===== config.mk =====
export PLATFORM = sky130hd
export DESIGN_NAME = fsm_fifo_sha3_unpack
export DESIGN_NICKNAME = d
export VERILOG_FILES = /design/src/rtl/fsm_fifo_sha3_unpack.sv
export SDC_FILE = /design/constraint.sdc
export NUM_CORES = 1
export LEC_CHECK = 0
export CAP_MARGIN = 20
export CORE_MARGIN = 3
export CORE_UTILIZATION = 43
export CTS_CLUSTER_SIZE = 14
export DETAILED_ROUTE_END_ITERATION = 12
export GPL_TIMING_DRIVEN = 0
export PLACE_DENSITY = 0.67
export RECOVER_POWER = 25
export SETUP_SLACK_MARGIN = 0.02
export SLEW_MARGIN = 20
export SYNTH_ARGS = -nofsm -noshare
export SYNTH_HDL_FRONTEND = slang
export SYNTH_SLANG_ARGS = --single-unit

===== constraint.sdc =====
create_clock -name clk -period 5.1 [get_ports clk]
set_clock_uncertainty 0.1 [all_clocks]
set_input_delay 0.51 -clock clk [delete_from_list [all_inputs] [get_ports clk]]
set_output_delay 0.51 -clock clk [all_outputs]
set_load 0.01 [all_outputs]

===== src/rtl/fsm_fifo_sha3_unpack.sv =====
// Reassembles 256-bit SHA3 hashes from four 64-bit reads of a standard-mode FIFO.
// Double-buffered: one hash can wait in the assembly register while another is held on the output.
module fsm_fifo_sha3_unpack #(
   parameter int CNT_W = 32
) (
   input  logic             clk,
   input  logic             rst,
   input  logic             fifo_empty,
   input  logic [63:0]      fifo_dout,
   output logic             fifo_re,
   output logic [255:0]     hash_out,
   output logic             hash_valid,
   input  logic             hash_ready,
   output logic [CNT_W-1:0] hash_count
);

   typedef enum logic [1:0] {
      S_FILL = 2'd0,
      S_LAST = 2'd1,
      S_HOLD = 2'd2
   } state_t;

   state_t           r_state;
   logic [2:0]       r_rd_cnt;
   logic [1:0]       r_cap_idx;
   logic             r_rd_pending;
   logic [191:0]     r_asm;
   logic [63:0]      r_asm_hi;
   logic             r_asm_full;
   logic [255:0]     r_hash_out;
   logic             r_hash_valid;
   logic [CNT_W-1:0] r_hash_count;

   logic w_re;
   logic w_hs;
   logic w_out_free;

   // Read enable must follow fifo_empty in the same cycle, so it cannot be registered.
   assign w_re       = !rst && (r_state == S_FILL) && (r_rd_cnt < 3'd4) && !fifo_empty;
   assign w_hs       = r_hash_valid && hash_ready;
   assign w_out_free = !r_hash_valid || hash_ready;

   assign fifo_re    = w_re;
   assign hash_out   = r_hash_out;
   assign hash_valid = r_hash_valid;
   assign hash_count = r_hash_count;

   // Sequencer, capture datapath and output register.
   always_ff @(posedge clk) begin
      if (rst) begin
         r_state      <= S_FILL;
         r_rd_cnt     <= 3'd0;
         r_cap_idx    <= 2'd0;
         r_rd_pending <= 1'b0;
         r_asm        <= 192'd0;
         r_asm_hi     <= 64'd0;
         r_asm_full   <= 1'b0;
         r_hash_out   <= 256'd0;
         r_hash_valid <= 1'b0;
         r_hash_count <= {CNT_W{1'b0}};
      end else begin
         r_rd_pending <= w_re;
         if (w_hs) begin
            r_hash_count <= r_hash_count + {{(CNT_W-1){1'b0}}, 1'b1};
            r_hash_valid <= 1'b0;
         end
         // Data lands one cycle after its read; a load below overrides cap_idx.
         if (r_rd_pending && (r_state != S_HOLD)) begin
            case (r_cap_idx)
               2'd0:    r_asm[63:0]    <= fifo_dout;
               2'd1:    r_asm[127:64]  <= fifo_dout;
               2'd2:    r_asm[191:128] <= fifo_dout;
               2'd3:    r_asm_hi       <= fifo_dout;
               default: r_asm_hi       <= fifo_dout;
            endcase
            r_cap_idx <= r_cap_idx + 2'd1;
         end
         case (r_state)
            S_FILL: begin
               if (w_re) begin
                  r_rd_cnt <= r_rd_cnt + 3'd1;
                  if (r_rd_cnt == 3'd3) begin
                     r_state <= S_LAST;
                  end
               end
            end
            S_LAST: begin
               if (w_out_free) begin
                  r_hash_out   <= {fifo_dout, r_asm};
                  r_hash_valid <= 1'b1;
                  r_rd_cnt     <= 3'd0;
                  r_cap_idx    <= 2'd0;
                  r_state      <= S_FILL;
               end else begin
                  r_asm_full <= 1'b1;
                  r_state    <= S_HOLD;
               end
            end
            S_HOLD: begin
               if (w_hs && r_asm_full) begin
                  r_hash_out   <= {r_asm_hi, r_asm};
                  r_hash_valid <= 1'b1;
                  r_asm_full   <= 1'b0;
                  r_rd_cnt     <= 3'd0;
                  r_cap_idx    <= 2'd0;
                  r_state      <= S_FILL;
               end
            end
            default: begin
               r_state <= S_FILL;
            end
         endcase
      end
   end

endmodule


==> results.sh <==
export IMPL_ctsResizeCount=0
export IMPL_coreArea_mm2=0.04597
export IMPL_post_cts_setup_buffer_count=0
export IMPL_power_density_mw_per_mm2=355.8
export IMPL_pwr_share_comb_pct=8.7
export IMPL_met2_length_um=30340
export IMPL_slowest_delay_ns=0.90
export IMPL_first_iter_violations=1331
export IMPL_p_leak_nw=9.142
export IMPL_r2r_cells=9
export IMPL_drc=0
export IMPL_timing_hold_violations_final=0
export IMPL_ant_nets=0
export IMPL_r2r_start="r_state[0]"
export IMPL_syn_area_mm2=0.02024
export IMPL_synthesis_instances=2481
export IMPL_grt_usage_pct=26.04
export IMPL_gp_congestion=0.8481
export IMPL_start_util_pct=44.04
export IMPL_timing_setup_tns_ns=0
export IMPL_min_from="r_asm[124]"
export IMPL_ys_seq_area_share_pct=54.79
export IMPL_top_layer_used="met5"
export IMPL_tritoncts="built"
export IMPL_clk_pin_slew_ns=0.06
export IMPL_synth_top_cell_area_share_pct=54.79
export IMPL_pwr_share_clk_pct=43.0
export IMPL_grt_antenna_before_repair=2
export IMPL_p_seq_share_pct=48.3
export IMPL_min_path_cells=2
export IMPL_overflow=0
export IMPL_die_h_um=223.0
export IMPL_dr_pass1_iters=5
export IMPL_finalCritPeriodShare_pct=61.22
export IMPL_nets=2974
export IMPL_via_per_inst=5.288
export IMPL_yosys_cell_types_count=42
export IMPL_cts_root_buf="clkbuf_16"
export IMPL_cap_violations=0
export IMPL_place_hpwl_um=49500
export IMPL_wl_met3_um=5004
export IMPL_hold_buffers=0
export IMPL_final_max_slew_violation_count=0
export IMPL_rrSetupSlack_ns=1.99
export IMPL_synth_warnings=0
export IMPL_tightest_slew_ns=1.151
export IMPL_max_freq_mhz=320.3
export IMPL_multi_input_area_mm2=0.008230
export IMPL_critPathLaunchType="input port"
export IMPL_clk_latency_ns=0.62
export IMPL_dr_total_vias=18690
export IMPL_rsz0062_at_grt="no"
export IMPL_p_sw_mw=2.314
export IMPL_drive_gt1_share_pct=5.147
export IMPL_dieArea_mm2=0.04971
export IMPL_worstSetupPathType="in -> reg"
export IMPL_placed_cells=3438
export IMPL_min_to="hash_out[124]"
export IMPL_final_seq_area_mm2=0.01109
export IMPL_netlist_top_cells_area="dfxtp_1, nand2_1, a21oi_1"
export IMPL_intPower_mw=7.046
export IMPL_syn_nets=2559
export IMPL_critPathMaxFanout=10
export IMPL_outcome="finished clean"
export IMPL_end_kind="flop"
export IMPL_wl_met1_um=29670
export IMPL_wl_per_cell_um=19.07
export IMPL_cp_required_ns=5.46
export IMPL_grt_max_degree=16
export IMPL_cts_path_max_buffers=3
export IMPL_cts_buffers=56
export IMPL_h_tree_depth=2
export IMPL_crit_arrival_ns=3.48
export IMPL_rows=78
export IMPL_io_buffers=356
export IMPL_die_x_um=223.0
export IMPL_vdd_drop_max_mv=0.2932
export IMPL_switching_share_pct=24.72
export IMPL_power_total_mw=9.360
export IMPL_hold_path_class="reg -> reg"
export IMPL_reg2reg_to="hash_out[111]"
export IMPL_numClockSinks=554
export IMPL_ios=358
export IMPL_stdcell_count=3534
export IMPL_cp_common_cell="clkbuf_1"
export IMPL_grt_pass1_vias=18050
export IMPL_min_period_ns=3.122
export IMPL_routed_wl_um=67390
export IMPL_crit_chain="clkbuf_1 > clkbuf_1 > clkbuf_1 > clkbuf_1 > buf_1 > a21oi_1"
export IMPL_fillers=4210
export IMPL_ys_ff_latch=554
export IMPL_synth_avg_cell_area_um2=8.159
export IMPL_cp_slowest_cell="clkbuf_1"
export IMPL_synth_largest_area_cell="dfxtp_1"
export IMPL_finalSetupViolations=0
export IMPL_grt_first_pass_wirelength_um=102300
export IMPL_area_growth_pct=29.95
export IMPL_diodes=0
export IMPL_slew_headroom_pct=23.28
-- worst max path at each step --
stage / end / start / slack (ns)
6_report: r_asm[71] / rst / 1.98
5_1_grt: hash_out[172] / r_state[0] / 1.78
4_1_cts: fifo_re / r_state[0] / 2.26
3_5_place_dp: r_asm[71] / rst / 2.04
3_3_place_gp: r_asm[65] / rst / 1.73
2_1_floorplan: r_rd_cnt[1] / rst / 3.19
-- critical path: cells and delay by family --
kind	cells	cell delay, ns
buffers and inverters	5	2.87
AO/OA/AOI/OAI	1	0.09
-- through the flow --
stage	hold slack, ns	instance area [µm²]	setup slack, ns	utilization [%]
after floorplan	0.3321	20240	3.190	-
after global placement	0.3377	24560	1.732	53.42
after detailed placement	0.3447	24570	2.039	53.45
after CTS	0.2316	26360	2.264	57.34
after global routing	0.3579	26300	1.776	57.22
final	0.3394	26300	1.978	57.22
-- cells in the final DEF, fill, tap and decap left out, drive strengths merged, types with 16 or more instances in the layout --
master and count:
a211oi 66, a21oi 478, buf 83, clkbuf 193, clkdlybuf4s50 182, dfxtp 554, dlygate4sd3 174, mux2i 64
nand2 918, nor2 77, or4 16
-- synth_stat cells --
cell / number
dfxtp_1: 554
o221a_2: 1
clkbuf_1: 99
inv_1: 8
o21ai_0: 9
o211a_1: 1
nor2b_1: 3
or3b_1: 1
buf_1: 24
o31ai_1: 15
a21oi_2: 1
nor4b_4: 1
nand4_4: 2
xor2_1: 7
a21bo_2: 1
nand4_1: 7
buf_4: 17
or4_1: 16
or3_1: 8
mux2i_1: 64
nand3_1: 14
ha_1: 10
buf_6: 3
o221ai_1: 2
nor4_2: 1
xnor2_1: 3
o21bai_1: 1
buf_2: 47
a211oi_1: 66
nand2_1: 918
nor4b_1: 1
nand3_2: 1
mux2_2: 1
o21ba_2: 1
nor2_1: 77
o21a_1: 1
and2_1: 7
a21boi_0: 1
and3_1: 5
a21oi_1: 477
and4_4: 2
and4_1: 3
-- registers in the layout (all words and copies together) (netlist names), 2 cells and up --
register and flops:
hash_count 32, r_asm_hi 64, hash_out 256, r_rd_cnt 3
r_state 2, r_asm 192, r_cap_idx 2
-- final cells by class --
type | instances | share of cell area [%]
clock buffers | 85 | 6.274
well taps | 600 | 2.854
flip-flops and latches | 554 | 42.16
plain buffers | 190 | 3.220
inverters | 8 | 0.1142
repair buffers | 357 | 13.56
multi-input cells | 1729 | 31.29
clock inverters | 11 | 0.5232
-- routing by layer --
metal	GRT usage, %	vias to the layer above
met1	34.36	8884
met5	0	-
li1	-	9031
met4	8.716	2
met3	6.355	135
met2	41.93	635
-- power by group through the flow --
stage | combinational [mW] | sequential [mW] | clock (mW)
2_1_floorplan | 0.387 | 4.61 | 0
3_3_place_gp | 0.804 | 4.61 | 0
3_5_place_dp | 0.822 | 4.61 | 0
4_1_cts | 0.828 | 4.52 | 4.09
5_1_grt | 0.885 | 4.53 | 4.27
6_report | 0.815 | 4.52 | 4.03
-- cells by family (layout without fill, tap and decap cells) --
group	Yosys count	count (layout)	share of synthesized area (%)
buf+inv	198	651	4.389
simple gates	1067	1067	21.08
fa+ha+maj	10	10	0.6181
xor+xnor	10	10	0.4327
compound gates	577	577	15.47
flops	554	554	54.79
mux	65	65	3.220
(Power assumes the default switching activity.)
